===== src/rtl/mmcm_drp_responder_pkg.sv =====
// Shared widths, MMCM DRP register map and PROTO_ERR bit positions for the
// DRP responder and the controller benches built around it.
package mmcm_drp_pkg;

  localparam int DRP_ADDR_W = 7;
  localparam int DRP_DATA_W = 16;

  localparam logic [DRP_ADDR_W-1:0] REG_CLKOUT5_1  = 7'h06;
  localparam logic [DRP_ADDR_W-1:0] REG_CLKOUT5_2  = 7'h07;
  localparam logic [DRP_ADDR_W-1:0] REG_CLKOUT0_1  = 7'h08;
  localparam logic [DRP_ADDR_W-1:0] REG_CLKOUT0_2  = 7'h09;
  localparam logic [DRP_ADDR_W-1:0] REG_CLKOUT1_1  = 7'h0A;
  localparam logic [DRP_ADDR_W-1:0] REG_CLKOUT1_2  = 7'h0B;
  localparam logic [DRP_ADDR_W-1:0] REG_CLKOUT2_1  = 7'h0C;
  localparam logic [DRP_ADDR_W-1:0] REG_CLKOUT2_2  = 7'h0D;
  localparam logic [DRP_ADDR_W-1:0] REG_CLKOUT3_1  = 7'h0E;
  localparam logic [DRP_ADDR_W-1:0] REG_CLKOUT3_2  = 7'h0F;
  localparam logic [DRP_ADDR_W-1:0] REG_CLKOUT4_1  = 7'h10;
  localparam logic [DRP_ADDR_W-1:0] REG_CLKOUT4_2  = 7'h11;
  localparam logic [DRP_ADDR_W-1:0] REG_CLKOUT6_1  = 7'h12;
  localparam logic [DRP_ADDR_W-1:0] REG_CLKOUT6_2  = 7'h13;
  localparam logic [DRP_ADDR_W-1:0] REG_CLKFBOUT_1 = 7'h14;
  localparam logic [DRP_ADDR_W-1:0] REG_CLKFBOUT_2 = 7'h15;
  localparam logic [DRP_ADDR_W-1:0] REG_DIVCLK     = 7'h16;
  localparam logic [DRP_ADDR_W-1:0] REG_LOCK1      = 7'h18;
  localparam logic [DRP_ADDR_W-1:0] REG_LOCK2      = 7'h19;
  localparam logic [DRP_ADDR_W-1:0] REG_LOCK3      = 7'h1A;
  localparam logic [DRP_ADDR_W-1:0] REG_POWER      = 7'h28;
  localparam logic [DRP_ADDR_W-1:0] REG_FILT1      = 7'h4E;
  localparam logic [DRP_ADDR_W-1:0] REG_FILT2      = 7'h4F;

  // Order a full reconfiguration walks the map; POWER goes last.
  localparam int MMCM_REG_CNT = 23;
  localparam logic [DRP_ADDR_W-1:0] MMCM_REG_SEQ [MMCM_REG_CNT] = '{
    REG_CLKOUT0_1, REG_CLKOUT0_2, REG_CLKOUT1_1, REG_CLKOUT1_2,
    REG_CLKOUT2_1, REG_CLKOUT2_2, REG_CLKOUT3_1, REG_CLKOUT3_2,
    REG_CLKOUT4_1, REG_CLKOUT4_2, REG_CLKOUT5_1, REG_CLKOUT5_2,
    REG_CLKOUT6_1, REG_CLKOUT6_2, REG_CLKFBOUT_1, REG_CLKFBOUT_2,
    REG_DIVCLK, REG_LOCK1, REG_LOCK2, REG_LOCK3,
    REG_FILT1, REG_FILT2, REG_POWER
  };

  localparam int ERR_DEN_BUSY   = 0;
  localparam int ERR_DWE_NO_DEN = 1;
  localparam int ERR_WR_RUNNING = 2;

  typedef enum logic {
    ST_IDLE = 1'b0,
    ST_BUSY = 1'b1
  } drp_state_e;

endpackage


===== src/rtl/mmcm_drp_responder_if.sv =====
// DRP bus between an MMCM reconfiguration controller (master) and the
// MMCM primitive or its stand-in (slave).
interface mmcm_drp_responder_if
  import mmcm_drp_pkg::*;
#(
  parameter int ADDR_W = DRP_ADDR_W,
  parameter int DATA_W = DRP_DATA_W
) ();

  logic              DEN;
  logic              DWE;
  logic [ADDR_W-1:0] DADDR;
  logic [DATA_W-1:0] DI;
  logic [DATA_W-1:0] DO;
  logic              DRDY;

  modport master (output DEN, DWE, DADDR, DI, input DO, DRDY);
  modport slave  (input DEN, DWE, DADDR, DI, output DO, DRDY);

endinterface


===== src/rtl/mmcm_drp_responder_lock_model.sv =====
// Emulated MMCM lock: LOCKED rises LOCK_CYCLES cycles after the MMCM RST pin
// falls; any reassertion of the pin restarts the count.
module mmcm_lock_model #(
  parameter int LOCK_CYCLES = 64
) (
  input  logic CLK,
  input  logic RST,
  input  logic MMCM_RST,
  output logic LOCKED
);

  localparam int CNT_W = $clog2(LOCK_CYCLES + 1);

  logic [CNT_W-1:0] cnt_q, cnt_d;
  logic             locked_q, locked_d;

  always_comb begin
    cnt_d    = cnt_q;
    locked_d = locked_q;
    if (MMCM_RST) begin
      cnt_d    = '0;
      locked_d = 1'b0;
    end else if (!locked_q) begin
      cnt_d    = cnt_q + CNT_W'(1);
      locked_d = (cnt_q == CNT_W'(LOCK_CYCLES - 1));
    end
  end

  always_ff @(posedge CLK) begin
    if (RST) begin
      cnt_q    <= '0;
      locked_q <= 1'b0;
    end else begin
      cnt_q    <= cnt_d;
      locked_q <= locked_d;
    end
  end

  assign LOCKED = locked_q;

endmodule


===== src/rtl/mmcm_drp_responder.sv =====
// DRP target standing in for the MMCM primitive: register image, fixed DRDY
// latency, lock emulation, sticky protocol checks. Optional write log: DRP_RESP_WRLOG_EN.
//
// state   | meaning
// ST_IDLE | no transaction pending, next DEN is accepted
// ST_BUSY | transaction captured, latency counting down; DRDY in the cnt==0 cycle
module mmcm_drp_responder
  import mmcm_drp_pkg::*;
#(
  parameter int ADDR_W      = DRP_ADDR_W,
  parameter int DATA_W      = DRP_DATA_W,
  parameter int DRDY_LAT    = 4,
  parameter int LOCK_CYCLES = 64
) (
  input  logic              CLK,
  input  logic              RST,
  mmcm_drp_responder_if.slave drp,
  input  logic              MMCM_RST,
  output logic              LOCKED,
  output logic [2:0]        PROTO_ERR
`ifdef DRP_RESP_WRLOG_EN
  ,
  output logic [15:0]       WR_CNT,
  output logic [ADDR_W-1:0] LAST_WADDR
`endif
);

  localparam int         DEPTH    = 2 ** ADDR_W;
  localparam logic [3:0] LAT_LOAD = 4'(DRDY_LAT - 1);

  drp_state_e        state_q, state_d;
  logic [3:0]        cnt_q, cnt_d;
  logic [ADDR_W-1:0] addr_q, addr_d;
  logic              we_q, we_d;
  logic [DATA_W-1:0] di_q, di_d;
  logic [DATA_W-1:0] do_q, do_d;
  logic [2:0]        err_q, err_d;
  logic [DATA_W-1:0] mem_q [DEPTH];

  logic              drdy;
  logic              mem_we;
  logic [DATA_W-1:0] rd_data;

  always_comb begin
    state_d = state_q;
    cnt_d   = cnt_q;
    addr_d  = addr_q;
    we_d    = we_q;
    di_d    = di_q;
    do_d    = do_q;
    err_d   = err_q;
    drdy    = 1'b0;
    mem_we  = 1'b0;
    // A write reflects its own data on DO, so the image is not read for it.
    rd_data = we_q ? di_q : mem_q[addr_q];

    if (drp.DWE && !drp.DEN) err_d[ERR_DWE_NO_DEN] = 1'b1;

    case (state_q)
      ST_IDLE: begin
        if (drp.DEN) begin
          state_d = ST_BUSY;
          cnt_d   = LAT_LOAD;
          addr_d  = drp.DADDR;
          we_d    = drp.DWE;
          di_d    = drp.DI;
          if (drp.DWE && !MMCM_RST) err_d[ERR_WR_RUNNING] = 1'b1;
        end
      end
      ST_BUSY: begin
        if (drp.DEN) err_d[ERR_DEN_BUSY] = 1'b1;
        if (cnt_q == 4'd0) begin
          drdy    = 1'b1;
          mem_we  = we_q;
          do_d    = rd_data;
          state_d = ST_IDLE;
        end else begin
          cnt_d = cnt_q - 4'd1;
        end
      end
      default: state_d = ST_IDLE;
    endcase
  end

  always_ff @(posedge CLK) begin
    if (RST) begin
      state_q <= ST_IDLE;
      cnt_q   <= '0;
      addr_q  <= '0;
      we_q    <= 1'b0;
      di_q    <= '0;
      do_q    <= '0;
      err_q   <= '0;
    end else begin
      state_q <= state_d;
      cnt_q   <= cnt_d;
      addr_q  <= addr_d;
      we_q    <= we_d;
      di_q    <= di_d;
      do_q    <= do_d;
      err_q   <= err_d;
    end
  end

  always_ff @(posedge CLK) begin
    if (RST) begin
      for (int i = 0; i < DEPTH; i++) mem_q[i] <= '0;
    end else if (mem_we) begin
      mem_q[addr_q] <= di_q;
    end
  end

  assign drp.DRDY  = drdy;
  assign drp.DO    = drdy ? rd_data : do_q;
  assign PROTO_ERR = err_q;

`ifdef DRP_RESP_WRLOG_EN
  logic [15:0]       wr_cnt_q, wr_cnt_d;
  logic [ADDR_W-1:0] last_waddr_q, last_waddr_d;

  always_comb begin
    wr_cnt_d     = wr_cnt_q;
    last_waddr_d = last_waddr_q;
    if (mem_we) begin
      if (wr_cnt_q != 16'hFFFF) wr_cnt_d = wr_cnt_q + 16'd1;
      last_waddr_d = addr_q;
    end
  end

  always_ff @(posedge CLK) begin
    if (RST) begin
      wr_cnt_q     <= '0;
      last_waddr_q <= '0;
    end else begin
      wr_cnt_q     <= wr_cnt_d;
      last_waddr_q <= last_waddr_d;
    end
  end

  // Presented from the next-state values so the log moves with DRDY, like DO.
  assign WR_CNT     = wr_cnt_d;
  assign LAST_WADDR = last_waddr_d;
`endif

  mmcm_lock_model #(
    .LOCK_CYCLES(LOCK_CYCLES)
  ) u_lock (
    .CLK     (CLK),
    .RST     (RST),
    .MMCM_RST(MMCM_RST),
    .LOCKED  (LOCKED)
  );

endmodule


===== src/flat_wrapper.sv =====
// flat-port wrapper written by rule: the top's interface ports become plain ports
module mmcm_drp_responder_flat import mmcm_drp_pkg::*;
#(
  parameter int ADDR_W      = DRP_ADDR_W,
  parameter int DATA_W      = DRP_DATA_W,
  parameter int DRDY_LAT    = 4,
  parameter int LOCK_CYCLES = 64
)
  (CLK, RST, MMCM_RST, LOCKED, PROTO_ERR, drp_DEN, drp_DWE, drp_DADDR, drp_DI, drp_DO, drp_DRDY);
  mmcm_drp_responder_if #(.ADDR_W(ADDR_W), .DATA_W(DATA_W)) drp_i ();
  input  logic CLK;
  input  logic RST;
  input  logic MMCM_RST;
  output logic LOCKED;
  output logic [2:0] PROTO_ERR;
  input wire logic [$bits(drp_i.DEN)-1:0] drp_DEN;
  input wire logic [$bits(drp_i.DWE)-1:0] drp_DWE;
  input wire logic [$bits(drp_i.DADDR)-1:0] drp_DADDR;
  input wire logic [$bits(drp_i.DI)-1:0] drp_DI;
  output wire logic [$bits(drp_i.DO)-1:0] drp_DO;
  output wire logic [$bits(drp_i.DRDY)-1:0] drp_DRDY;
  assign drp_i.DEN = drp_DEN;
  assign drp_i.DWE = drp_DWE;
  assign drp_i.DADDR = drp_DADDR;
  assign drp_i.DI = drp_DI;
  assign drp_DO = drp_i.DO;
  assign drp_DRDY = drp_i.DRDY;
  mmcm_drp_responder #(.ADDR_W(ADDR_W), .DATA_W(DATA_W), .DRDY_LAT(DRDY_LAT), .LOCK_CYCLES(LOCK_CYCLES)) u_core (.CLK(CLK), .RST(RST), .drp(drp_i), .MMCM_RST(MMCM_RST), .LOCKED(LOCKED), .PROTO_ERR(PROTO_ERR));
endmodule

===== config.mk =====
export PLATFORM = sky130hd
export DESIGN_NAME = mmcm_drp_responder_flat
export DESIGN_NICKNAME = d
export VERILOG_FILES = /design/src/rtl/mmcm_drp_responder_pkg.sv /design/src/rtl/mmcm_drp_responder_if.sv /design/src/rtl/mmcm_drp_responder_lock_model.sv /design/src/rtl/mmcm_drp_responder.sv /design/src/flat_wrapper.sv
export SDC_FILE = /design/constraint.sdc
export NUM_CORES = 2
export LEC_CHECK = 0
export CORE_ASPECT_RATIO = 2
export CORE_MARGIN = 4
export CORE_UTILIZATION = 50
export DETAILED_ROUTE_END_ITERATION = 16
export PLACE_DENSITY = 0.69
export SLEW_MARGIN = 10
export SYNTH_ARGS = -nofsm -noshare
export SYNTH_HDL_FRONTEND = slang
export SYNTH_HIERARCHICAL = 1
export SYNTH_SLANG_ARGS = --single-unit

===== constraint.sdc =====
create_clock -name CLK -period 11.5 [get_ports CLK]
set_input_delay 2.3 -clock CLK [delete_from_list [all_inputs] [get_ports CLK]]
set_output_delay 2.3 -clock CLK [all_outputs]
set_load 0.1 [all_outputs]

==> reports/qor.txt <==
CTS hold repair buffers: 0
Number of CTS-inserted buffers: 183
Routed vias: 58610
FP Rows: 228
Sinks on the clock net: 2111
CP Class: reg2out
Crit path setup slack, layout: 2.382 ns
Leakage: 0.03616 uW
I/O pin cnt: 49
Number of nets in the layout: 6948
Data required time of the critical path: 9.20 ns
Critical-path cell with the highest stage delay: sky130_fd_sc_hd__clkdlybuf4s50_1
Hold violation total from the final report: 0
Initial Utilization: 50.32%
Synth Area in XOR/XNOR: 0.03605%
Root buffer selected by CTS: sky130_fd_sc_hd__clkbuf_16
Per-cell via count in the routed design: 6.112
Met3 track demand over resource in global routing: 3.499%
Post-synth cell types: 57
Total power consumption of the routed design: 16380 uW
Synthesis warning total: 6
Final worst-path cycle share: 79.28%
Number of detailed-route iterations in the first pass: 7
MaxCap Viol Count: 0
Worst-Margin Slew: 1.265 ns
End of the critical path: drp_DO[15]
FF-to-FF Start: u_core/cnt_q[0]$_SDFFE_PP0P_
Top cell type's share of synthesized area: 63.28%
Slowest cell delay on critical path: 1.15 ns
Final routed DRC violation total: 0
Placement Setup Slack: 3.422 ns
Fill cells: 15391
Clock tree buffer depth: 4
Number of antenna violations at the first check in global routing: 9
Number of standard cells in the layout, taps in and fillers out: 9590
Hold Startpoint: u_core/PROTO_ERR[2]$_SDFFE_PP0P_
Final setup TNS: 0 ns
R2R cell count: 11
Crit Path Max Fanout: 49
Area delta synth->final: 8.539%
Setup violators final: 0
Fraction of the mapped netlist area in compound gates: 5.545%
Most area-hungry cell type in the Yosys netlist: sky130_fd_sc_hd__edfxtp_1
Mapped cell area: 0.09719 mm2
Number of synthesized flops with an enable pin: 2048
Largest net degree at the start of global routing: 127
Placed Cells incl. Taps: 9263
Global-route wire length before repair: 419400 um
Met2 track utilization from global routing: 51.46%
Clock tree from TritonCTS: yes
Total detailed-routing wirelength: 297100 um
Overall die area: 0.2019 mm2
Critical R2R Capture: u_core/mem_q[75][4]$_SDFFCE_PN0P_
R2R setup slack: 6.07 ns
Worst Skew: 0.03659 ns
Placeable core area: 0.1931 mm2
Type of the worst min-delay path: reg2reg
Ys async rst share: 0%
Power density over the cells: 155.3 mW/mm2
Overall fraction of global-route tracks in use: 28.72%
Cells after Synth: 7132
Syn_area_per_cell: 13.63 um2
Post-synthesis mux area share: 10.57%
Buffers inserted by post-CTS timing repair: 0
Clock latency on the worst-skew pair: 0.84 ns
Simple-gate portion of the synthesized area: 15.98%
Most common cell type on the critical path: sky130_fd_sc_hd__buf_4
Met1 Track Usage GR: 30.92%
Adder-cell share of the synthesized area: 0.02575%
Via count of the first global-routing pass: 58747
Critical path capture point type: output port
Share of the yosys chip area belonging to registers: 64.58%
DPL Wire Length: 192400 um
Final cell area excluding filler cells: 0.1055 mm2
Element type at the critical path start: flip-flop
GR Overflow Total: 0
Final Slew Violations: 0
Clock input transition at the sequential cells of the worst setup and hold paths: 0.07 ns
Combinational family with the most area after synthesis: simple AND/OR/NAND/NOR gates
Net count of the mapped netlist: 7162
Setup repair after global routing missed its margin: no
Horizontal die dimension: 319.8 um
Cell breakdown of the critical path: buf_4 > buf_4 > mux2i_1 > a22oi_1 > nand4_1 > nor3_1 > o21ai_0 > buf_4 > a21oi_1 > o22a_1 > clkdlybuf4s50_1
Peak supply drop: 101.3 uV
WL per Instance: 30.98 um
Floorplan die height: 631.5 um
IO Port Bufs: 48
Run status: complete, no violations
Post-CTS sizing: 0
Area post-placement: 0.09963 mm2
Post-route minimum period: 9.118 ns
Peak Freq: 109.7 MHz
Ratio of cells with drive above 1 in the final layout: 8.718%
Arrival time reported for the critical path endpoint: 6.82 ns
Yosys reg bits: 2111
Relative slew slack: 15.36%
Deepest level of the CTS H-tree: 4
Post-synth top flop: sky130_fd_sc_hd__edfxtp_1
Weighted congestion reported at the end of routability-driven placement: 0.9108
Most heavily used metal layer in global routing: met2
Initial DRC count: 6563
Area contributors post-synth: sky130_fd_sc_hd__edfxtp_1, sky130_fd_sc_hd__and2_1, sky130_fd_sc_hd__mux2i_1
DRT antenna net count: 0
worst min path at each step:
stage	cells past startpoint	endpoint	slack [ns]
final	2	u_core/PROTO_ERR[2]$_SDFFE_PP0P_	0.47
after global placement	2	u_core/PROTO_ERR[1]$_SDFFE_PP0P_	0.45
after floorplan	2	u_core/u_lock/cnt_q[6]$_SDFFE_PP0N_	0.45
after detailed placement	2	u_core/PROTO_ERR[2]$_SDFFE_PP0P_	0.46
after global routing	2	u_core/PROTO_ERR[0]$_SDFFE_PP0P_	0.54
after CTS	2	u_core/PROTO_ERR[2]$_SDFFE_PP0P_	0.48
report_power, final:
| group | internal, uW | leakage [uW] | switching [uW] |
|---|---|---|---|
| registers | 8660 | 0.0216 | 142 |
| clock network | 3450 | 0.00286 | 2770 |
| logic | 360 | 0.0117 | 999 |
synthesized netlist by cell type (63+ instances only):
| cell type | n |
|---|---|
| sky130_fd_sc_hd__and2_1 | 2048 |
| sky130_fd_sc_hd__edfxtp_1 | 2048 |
| sky130_fd_sc_hd__mux2i_1 | 1025 |
| sky130_fd_sc_hd__a22oi_1 | 512 |
| sky130_fd_sc_hd__clkbuf_1 | 437 |
| sky130_fd_sc_hd__o21ai_0 | 131 |
| sky130_fd_sc_hd__nand4_1 | 130 |
| sky130_fd_sc_hd__nor2_1 | 126 |
| sky130_fd_sc_hd__buf_2 | 107 |
| sky130_fd_sc_hd__nand2_1 | 91 |
| sky130_fd_sc_hd__buf_4 | 78 |
| sky130_fd_sc_hd__dfxtp_1 | 63 |
cell type report:
class | count | area, um2 | share of cell area, %
diodes | 6 | 15.01 | 0.01423
clock buffers | 217 | 4812 | 4.562
clock inverters | 104 | 1030 | 0.9762
inverters | 7 | 28.78 | 0.02728
multi-input cells | 4348 | 31400 | 29.77
flip-flops and latches | 2111 | 62830 | 59.56
well taps | 2530 | 3166 | 3.001
repair buffers | 267 | 2207 | 2.092
critical path, delay by kind of cell, from the launching register on:
kind / cells / cell delay [ns]
AOI/OAI and AO/OA: 4 / 1.50
buffers and inverters: 4 / 2.51
DFF: 1 / 0.98
muxes: 1 / 0.18
and+or+nand+nor: 2 / 0.67
layout by cell type (no fill, tap or decap), types with 8 or more instances in the layout:
cell type	n
sky130_fd_sc_hd__a21o_1	13
sky130_fd_sc_hd__nand4_1	130
sky130_fd_sc_hd__clkdlybuf4s50_1	47
sky130_fd_sc_hd__bufinv_16	21
sky130_fd_sc_hd__clkinvlp_4	8
sky130_fd_sc_hd__clkbuf_1	28
sky130_fd_sc_hd__a22oi_1	512
sky130_fd_sc_hd__and2_1	2048
sky130_fd_sc_hd__nor2_2	55
sky130_fd_sc_hd__edfxtp_1	2048
sky130_fd_sc_hd__clkinv_2	34
sky130_fd_sc_hd__a21oi_1	46
sky130_fd_sc_hd__a32o_1	13
sky130_fd_sc_hd__nand2_1	91
sky130_fd_sc_hd__o21ai_2	23
sky130_fd_sc_hd__o21bai_1	8
sky130_fd_sc_hd__nor2_1	122
sky130_fd_sc_hd__dfxtp_1	45
sky130_fd_sc_hd__buf_4	212
sky130_fd_sc_hd__nor3_1	52
sky130_fd_sc_hd__o21ai_1	111
sky130_fd_sc_hd__dfxtp_4	17
sky130_fd_sc_hd__mux2i_1	1025
sky130_fd_sc_hd__clkbuf_16	187
sky130_fd_sc_hd__clkinv_1	38
sky130_fd_sc_hd__o22a_1	15
sky130_fd_sc_hd__a2111oi_2	8
routing by layer:
layer,wire length (um),vias up,share of wire (%)
li1,-,25406,-
met1,97010,29829,33
met2,153900,2603,52
met3,18760,768,6.3
met4,27320,4,9.2
met5,26,-,0.0088
per-stage QoR:
step                      hold WS, ns  util [%]
after floorplan                0.4541         -
after global routing           0.5373     54.61
after global placement         0.4490     51.59
final                          0.4732     54.62
after CTS                      0.4784     54.61
after detailed placement       0.4631     51.59
cells by family after synthesis:
family / count (synthesis)
simple gates: 2553
flops: 2111
mux: 1026
compound gates: 763
buf+inv: 673
xor+xnor: 4
fa+ha+maj: 2
sequential cells by signal, summed over array words and instances (netlist names), named ones only:
| signal | count |
|---|---|
| u_core/mem_q | 2048 |
| u_core/di_q | 16 |
| u_core/do_q | 16 |
| u_core/addr_q | 7 |
| u_core/u_lock/cnt_q | 7 |
| u_core/cnt_q | 4 |
| u_core/PROTO_ERR | 3 |
| u_core/state_q | 1 |
| u_core/u_lock/LOCKED | 1 |
| u_core/we_q | 1 |
Power figures use the tool's default switching activity.
